`src/rtl/ntlm_candidate_gen_pkg.sv`:
```
// ntlm_pkg
// Shared definitions for the NTLM candidate generator: the search state
// encoding, default search-space dimensions, the ASCII bases used to turn
// a character index into a printable byte, and the index-to-ASCII helper.
//
// No ports (package).
package ntlm_pkg;

    typedef enum logic [1:0] {
        ST_IDLE      = 2'd0,
        ST_RUN       = 2'd1,
        ST_FOUND     = 2'd2,
        ST_EXHAUSTED = 2'd3
    } state_t;

    localparam int DEFAULT_MAX_LEN      = 8;
    localparam int DEFAULT_CHARSET_SIZE = 36;

    // Indices below LETTER_COUNT are lower-case letters, the rest are digits.
    localparam int LETTER_COUNT = 26;

    localparam int IDX_W = $clog2(DEFAULT_CHARSET_SIZE);

    localparam logic [7:0] ASCII_LOWER_A = 8'h61;
    localparam logic [7:0] ASCII_DIGIT_0 = 8'h30;

    // Maps a character index to its ASCII byte: 0..25 -> 'a'..'z',
    // 26..35 -> '0'..'9'.
    function automatic logic [7:0] idx_to_ascii(input logic [7:0] idx);
        logic [7:0] result;
        if (idx < 8'(LETTER_COUNT)) begin
            result = ASCII_LOWER_A + idx;
        end else begin
            result = ASCII_DIGIT_0 + (idx - 8'(LETTER_COUNT));
        end
        return result;
    endfunction

endpackage

```
`src/rtl/ntlm_candidate_gen_char_map.sv`:
```
// char_map
// Combinational lookup from one character-position index to its ASCII byte.
// Inactive positions (beyond the current candidate length) emit 8'h00 so
// the assembled string is zero-padded.
//
// Ports:
//   idx    in  W   character index (0..CHARSET_SIZE-1)
//   active in  1   position lies inside the current candidate
//   ascii  out 8   ASCII byte for this position, or 0 when inactive
module char_map
    import ntlm_pkg::*;
#(
    parameter int W = IDX_W
) (
    input  logic [W-1:0] idx,
    input  logic         active,
    output logic [7:0]   ascii
);

    // Inactive positions must read as zero regardless of the stored index.
    always_comb begin
        ascii = 8'h00;
        if (active) begin
            ascii = idx_to_ascii(8'(idx));
        end
    end

endmodule

```
`src/rtl/ntlm_candidate_gen.sv`:
```
// ntlm_candidate_gen
// Brute-force password candidate enumerator feeding a combinational NTLM
// hash core. One candidate is presented per clock on instr/length; the hash
// core answers in the same cycle on hash_in, and the result is compared
// against the latched target on the closing edge. The search stops on a
// match (FOUND) or after the last candidate of the space (EXHAUSTED).
//
// Ports:
//   clk            in   1      system clock
//   n_rst          in   1      asynchronous active-low reset
//   start          in   1      pulse: begin a new search (ignored while running)
//   abort          in   1      pulse: stop and return to idle (beats start)
//   target_hash    in   128    hash to crack, latched on start
//   hash_in        in   128    hash core result for the current candidate
//   instr          out  128    candidate string, character k in byte k
//   length         out  4      candidate length in characters
//   busy           out  1      search in progress
//   found          out  1      instr/length hold the matching password
//   done           out  1      search ended (match or exhaustion)
//   attempt_count  out  CNT_W  candidates compared since start, saturating
module ntlm_candidate_gen
    import ntlm_pkg::*;
#(
    parameter int MAX_LEN      = DEFAULT_MAX_LEN,
    parameter int CHARSET_SIZE = DEFAULT_CHARSET_SIZE,
    parameter int CNT_W        = 32
) (
    input  logic             clk,
    input  logic             n_rst,
    input  logic             start,
    input  logic             abort,
    input  logic [127:0]     target_hash,
    input  logic [127:0]     hash_in,
    output logic [127:0]     instr,
    output logic [3:0]       length,
    output logic             busy,
    output logic             found,
    output logic             done,
    output logic [CNT_W-1:0] attempt_count
);

    localparam int            CW        = $clog2(CHARSET_SIZE);
    localparam logic [CW-1:0] LAST_IDX  = CW'(CHARSET_SIZE - 1);
    localparam logic [3:0]    LEN_LIMIT = 4'(MAX_LEN);
    localparam logic [CNT_W-1:0] CNT_MAX = {CNT_W{1'b1}};

    state_t           state_q, state_d;
    logic [CW-1:0]    idx_q [MAX_LEN];
    logic [CW-1:0]    idx_d [MAX_LEN];
    logic [3:0]       len_q, len_d;
    logic [CNT_W-1:0] cnt_q, cnt_d;
    logic [127:0]     target_q, target_d;
    logic             all_max;
    logic             carry;
    logic [MAX_LEN-1:0] pos_active;

    // Registers for the FSM state and every piece of datapath state. Reset
    // clears everything, including the latched target, so nothing from an
    // interrupted search survives.
    always_ff @(posedge clk or negedge n_rst) begin
        if (!n_rst) begin
            state_q  <= ST_IDLE;
            idx_q    <= '{default: '0};
            len_q    <= 4'd0;
            cnt_q    <= '0;
            target_q <= '0;
        end else begin
            state_q  <= state_d;
            idx_q    <= idx_d;
            len_q    <= len_d;
            cnt_q    <= cnt_d;
            target_q <= target_d;
        end
    end

    // Next-state and datapath update. Everything holds by default; abort
    // overrides all other activity and returns to idle with the string
    // cleared but the attempt counter preserved.
    always_comb begin
        state_d  = state_q;
        idx_d    = idx_q;
        len_d    = len_q;
        cnt_d    = cnt_q;
        target_d = target_q;
        all_max  = 1'b1;
        carry    = 1'b1;

        // The candidate is the last one of its length when every active
        // position sits on the final symbol.
        for (int p = 0; p < MAX_LEN; p++) begin
            if ((4'(p) < len_q) && (idx_q[p] != LAST_IDX)) begin
                all_max = 1'b0;
            end
        end

        if (abort) begin
            state_d = ST_IDLE;
            idx_d   = '{default: '0};
            len_d   = 4'd0;
        end else begin
            case (state_q)
                ST_IDLE, ST_FOUND, ST_EXHAUSTED: begin
                    if (start) begin
                        target_d = target_hash;
                        idx_d    = '{default: '0};
                        len_d    = 4'd1;
                        cnt_d    = '0;
                        state_d  = ST_RUN;
                    end
                end

                ST_RUN: begin
                    if (cnt_q != CNT_MAX) begin
                        cnt_d = cnt_q + CNT_W'(1);
                    end

                    // A match is checked first so that a hit on the very
                    // last candidate is still reported as found.
                    if (hash_in == target_q) begin
                        state_d = ST_FOUND;
                    end else if (all_max && (len_q == LEN_LIMIT)) begin
                        state_d = ST_EXHAUSTED;
                    end else if (all_max) begin
                        len_d = len_q + 4'd1;
                        idx_d = '{default: '0};
                    end else begin
                        // Odometer step: position len-1 is least
                        // significant, so walk from the top index down and
                        // only touch positions inside the current length.
                        for (int p = MAX_LEN - 1; p >= 0; p--) begin
                            if ((4'(p) < len_q) && carry) begin
                                if (idx_q[p] == LAST_IDX) begin
                                    idx_d[p] = '0;
                                end else begin
                                    idx_d[p] = idx_q[p] + CW'(1);
                                    carry    = 1'b0;
                                end
                            end
                        end
                    end
                end

                default: begin
                    state_d = ST_IDLE;
                end
            endcase
        end
    end

    // Positions at or beyond the current length are masked to zero bytes.
    always_comb begin
        pos_active = '0;
        for (int p = 0; p < MAX_LEN; p++) begin
            pos_active[p] = (4'(p) < len_q);
        end
    end

    for (genvar g = 0; g < 16; g++) begin : g_pos
        if (g < MAX_LEN) begin : g_used
            char_map #(
                .W (CW)
            ) u_char_map (
                .idx    (idx_q[g]),
                .active (pos_active[g]),
                .ascii  (instr[8*g +: 8])
            );
        end else begin : g_unused
            assign instr[8*g +: 8] = 8'h00;
        end
    end

    assign length        = len_q;
    assign attempt_count = cnt_q;
    assign busy          = (state_q == ST_RUN);
    assign found         = (state_q == ST_FOUND);
    assign done          = (state_q == ST_FOUND) || (state_q == ST_EXHAUSTED);

endmodule
```
`config.mk`:
```
export PLATFORM = sky130hd
export DESIGN_NAME = ntlm_candidate_gen
export DESIGN_NICKNAME = d
export VERILOG_FILES = /design/src/rtl/ntlm_candidate_gen_pkg.sv /design/src/rtl/ntlm_candidate_gen_char_map.sv /design/src/rtl/ntlm_candidate_gen.sv
export SDC_FILE = /design/constraint.sdc
export NUM_CORES = 1
export LEC_CHECK = 0
export CAP_MARGIN = 40
export CORE_MARGIN = 2
export CORE_UTILIZATION = 40
export CTS_BUF_LIST = sky130_fd_sc_hd__clkbuf_8
export CTS_CLUSTER_SIZE = 30
export DETAILED_ROUTE_END_ITERATION = 8
export MAX_ROUTING_LAYER = met4
export PLACE_DENSITY = 0.68
export SETUP_SLACK_MARGIN = 0.02
export SYNTH_ARGS = -nofsm -noshare
export SYNTH_HDL_FRONTEND = slang
export SYNTH_SLANG_ARGS = --single-unit
```
`constraint.sdc`:
```
create_clock -name clk -period 4 [get_ports clk]
set_input_delay 0.8 -clock clk [delete_from_list [all_inputs] [get_ports clk]]
set_output_delay 0.8 -clock clk [all_outputs]
set_load 0.005 [all_outputs]
```
==> metrics <==
slowest stage cell, crit path=dfrtp_1; met3 WL=3.19 mm; via count=11800; Vias/cell=5.25; kind of critical path=flip-flop to primary output; CTS Root Cell=clkbuf_8; total die area=0.0359 mm²; CP required=3200 ps; cells after synthesis=around 1400; Routed Wire Length=41.4 mm; RSZ-0062 raised after global routing=true; Port-buffer cells=362; status=finished, final reports clean; Worst Reg-to-Reg Cells=9; detailed placer's ending HPWL=32.0 mm; first-pass GRT wire length=between 60 and 70 mm; final hold slack=around 160 ps; area grow syn2layout=34.6%; initial antenna violation count=9; Area contributors post-synth=dfrtp_1 (39%), mux2_2 (11%), xor2_1 (10%); nets=2062; Slew Limit Fails=0; Initial Util=40.8%; pwr/cell area=~320 mW/mm²; DRT met1 WL=about 18 mm; Clock Latency Late Sink=570 ps; DR DRC count=0; met2 wire length=19.6 mm; slew of the pin with the lowest slew margin=807 ps; CTS tree=done; Crit path largest cell delay=570 ps; clock sinks=~210; Placer Congestion=0.925; Synth area leader=dfrtp_1; Tcrit/Tclk final=95.8%; peak supply drop=between 0.2 and 0.3 mV; Async SR Flop Fraction=between 90% and 100%; WL/cell=between 15 and 20 µm; H-tree depth=2; post-synthesis sequential area ratio=38.9%; Warnings, synthesis=0; Max clock buf depth=3; post-synth design cell area=0.0138 mm²; top cell type's share of synthesized area=38.9%; Final min period=3830 ps; DRT Pass-1 Iters=5; post-CTS setup buffer count=0; arrival time worst endpoint=3030 ps; syn avg cell area=9.79 µm²; number of synthesized register bits=214; DIE WIDTH=189 µm; top-count cell post-synth=dfrtp_1; Final Hold Viols=0; Fill cells=3009; num rows=67; core area=0.0337 mm²; Startpoint Class=flip-flop; IO Pins=427; Worst slew margin=a little under half; Total Routing Usage GR=a little under a quarter; critical path peak fanout=9; Num CTS Buffers=42; number of synthesized flops with an enable pin=0; Worst Skew=between 20 and 25 ps; class of the worst hold path=input pin to async pin; vias in the first global route=~12000; crit-path cells=nand2_1 > nor2_1 > xor2_1 > ha_1 > or4_1 > a211oi_2 > a2111oi_1 > clkdlybuf4s50_1; Commonest cells post-synth=dfrtp_1 (214), xor2_1 (158), mux2_2 (129), nor2_1 (123), nand2_1 (79); Fmax=roughly 260 MHz; layout cell share with drive strength beyond 1=14.3%; Total Neg Setup Slack=0 ps; Final Setup Violations=0; pin count of the biggest net entering global routing=83; Iter 0 DRT Violations=650; crit end category=primary output; Top Layer Used=met4; die extent in y=189 µm; Leakage=7.66 nW; Synth Flop Type=dfrtp_1; grt total ovfl=0; Worst-path clk slew=60 ps; max_cap viols=0; area of the multi-input gates=0.00767 mm²; Storage cell area=0.00536 mm²; Yosys cell types=84; Final ANT Viol Nets=0
-- through the flow --
stage / setup WS, ps / instances / util, % / power, mW / area, µm²
after floorplan: 1340 / 1469 / - / 3.33 / 14000
after detailed placement: 154 / 2170 / 52.4 / 3.86 / 17700
after CTS: 59.6 / 2240 / 54.8 / 6.03 / 18500
after global routing: 4.72 / 2250 / 54.9 / 6.28 / 18500
final: 166 / 2250 / 54.9 / 5.96 / 18500
after global placement: 197 / 2167 / 52.3 / 3.82 / 17600
-- metal layers --
layer / global-route usage (%) / vias to the layer above
met1: 29.6 / 5713
met3: 6.32 / 74
met5: - / -
li1: - / 5600
met2: 37.0 / 424
met4: 8.94 / 0
-- area by class of cell --
cell class	instances	area share, %
multi-input combinational	1073	41.4
sequential	214	29.0
timing repair buffer	392	21.3
clock buffer	51	3.79
tap	448	3.03
inverter	43	0.872
clock inverter	19	0.500
antenna	10	0.135
-- critical path, delay by kind of cell (launching register included) --
| kind | cells | cell delay [ps] |
|---|---|---|
| compound gates | 2 | 280 |
| xor+xnor | 1 | 90 |
| fa+ha+maj | 1 | 230 |
| buf+inv | 1 | 490 |
| flops | 1 | 570 |
| simple gates | 3 | 820 |
-- repair_timing --
action	in CTS	in global routing
pin swaps	0	0
hold buffers	0	0
gates cloned	0	0
setup endpoints to repair	2	4
resized for setup	2	8
-- report_power, final --
part	internal [mW]	leakage, nW	switching, mW
combinational	0.691	4.50	0.483
sequential	2.44	2.69	0.211
clock	1.15	0.467	0.990
-- flip-flops by register name, indices dropped and copies added (netlist names) --
register       count
target_q         128
attempt_count     32
idx_q             48
state_q            2
length             4
-- worst paths after layout --
check	startpoint	end	slack, ps
max in group asynchronous	n_rst	target_q[20]$_DFFE_PN0P_	2730
hold reg to reg	target_q[96]$_DFFE_PN0P_	target_q[96]$_DFFE_PN0P_	520
setup reg to reg	length[1]$_DFFE_PN0P_	length[3]$_DFFE_PN0P_	890
hold / removal	n_rst	target_q[41]$_DFFE_PN0P_	160
min in group clk	target_q[96]$_DFFE_PN0P_	target_q[96]$_DFFE_PN0P_	520
setup / recovery	idx_q[27]$_DFFE_PN0P_	instr[30]	170
-- kinds of logic after synthesis --
family	after synthesis	share of synthesized area (%)
other cells	1	0.0273
simple gates	417	15.3
xor+xnor	199	12.7
buf+inv	182	7.28
fa+ha+maj	36	3.27
flops	214	38.9
mux	139	11.3
compound gates	218	11.3
-- layout by cell type, fill, tap and decap left out, types with 5 or more instances in the layout --
| cell type | instances |
|---|---|
| clkdlybuf4s50_1 | 360 |
| dfrtp_1 | 209 |
| xor2_1 | 158 |
| mux2_2 | 129 |
| nor2_1 | 122 |
| nand2_1 | 79 |
| conb_1 | 64 |
| inv_1 | 57 |
| clkbuf_8 | 52 |
| nor4_1 | 43 |
| nand3_1 | 42 |
| xnor2_1 | 41 |
| o21ai_0 | 39 |
| a21oi_1 | 37 |
| ha_1 | 35 |
| nor3_1 | 31 |
| nand4_1 | 27 |
| buf_4 | 24 |
| a31oi_1 | 22 |
| a211oi_1 | 21 |
| a221oi_1 | 11 |
| o211ai_1 | 11 |
| diode_2 | 10 |
| mux2i_1 | 10 |
| o22ai_1 | 10 |
| nor2b_1 | 9 |
| and3_1 | 9 |
| or4_1 | 8 |
| or3_1 | 8 |
| and2_1 | 7 |
| nand2b_1 | 7 |
| a41oi_1 | 7 |
| a21o_1 | 5 |
| a21oi_2 | 5 |
| or2_2 | 5 |
| dfrtp_2 | 5 |
Note: power is estimated with default switching activity, not from simulation.
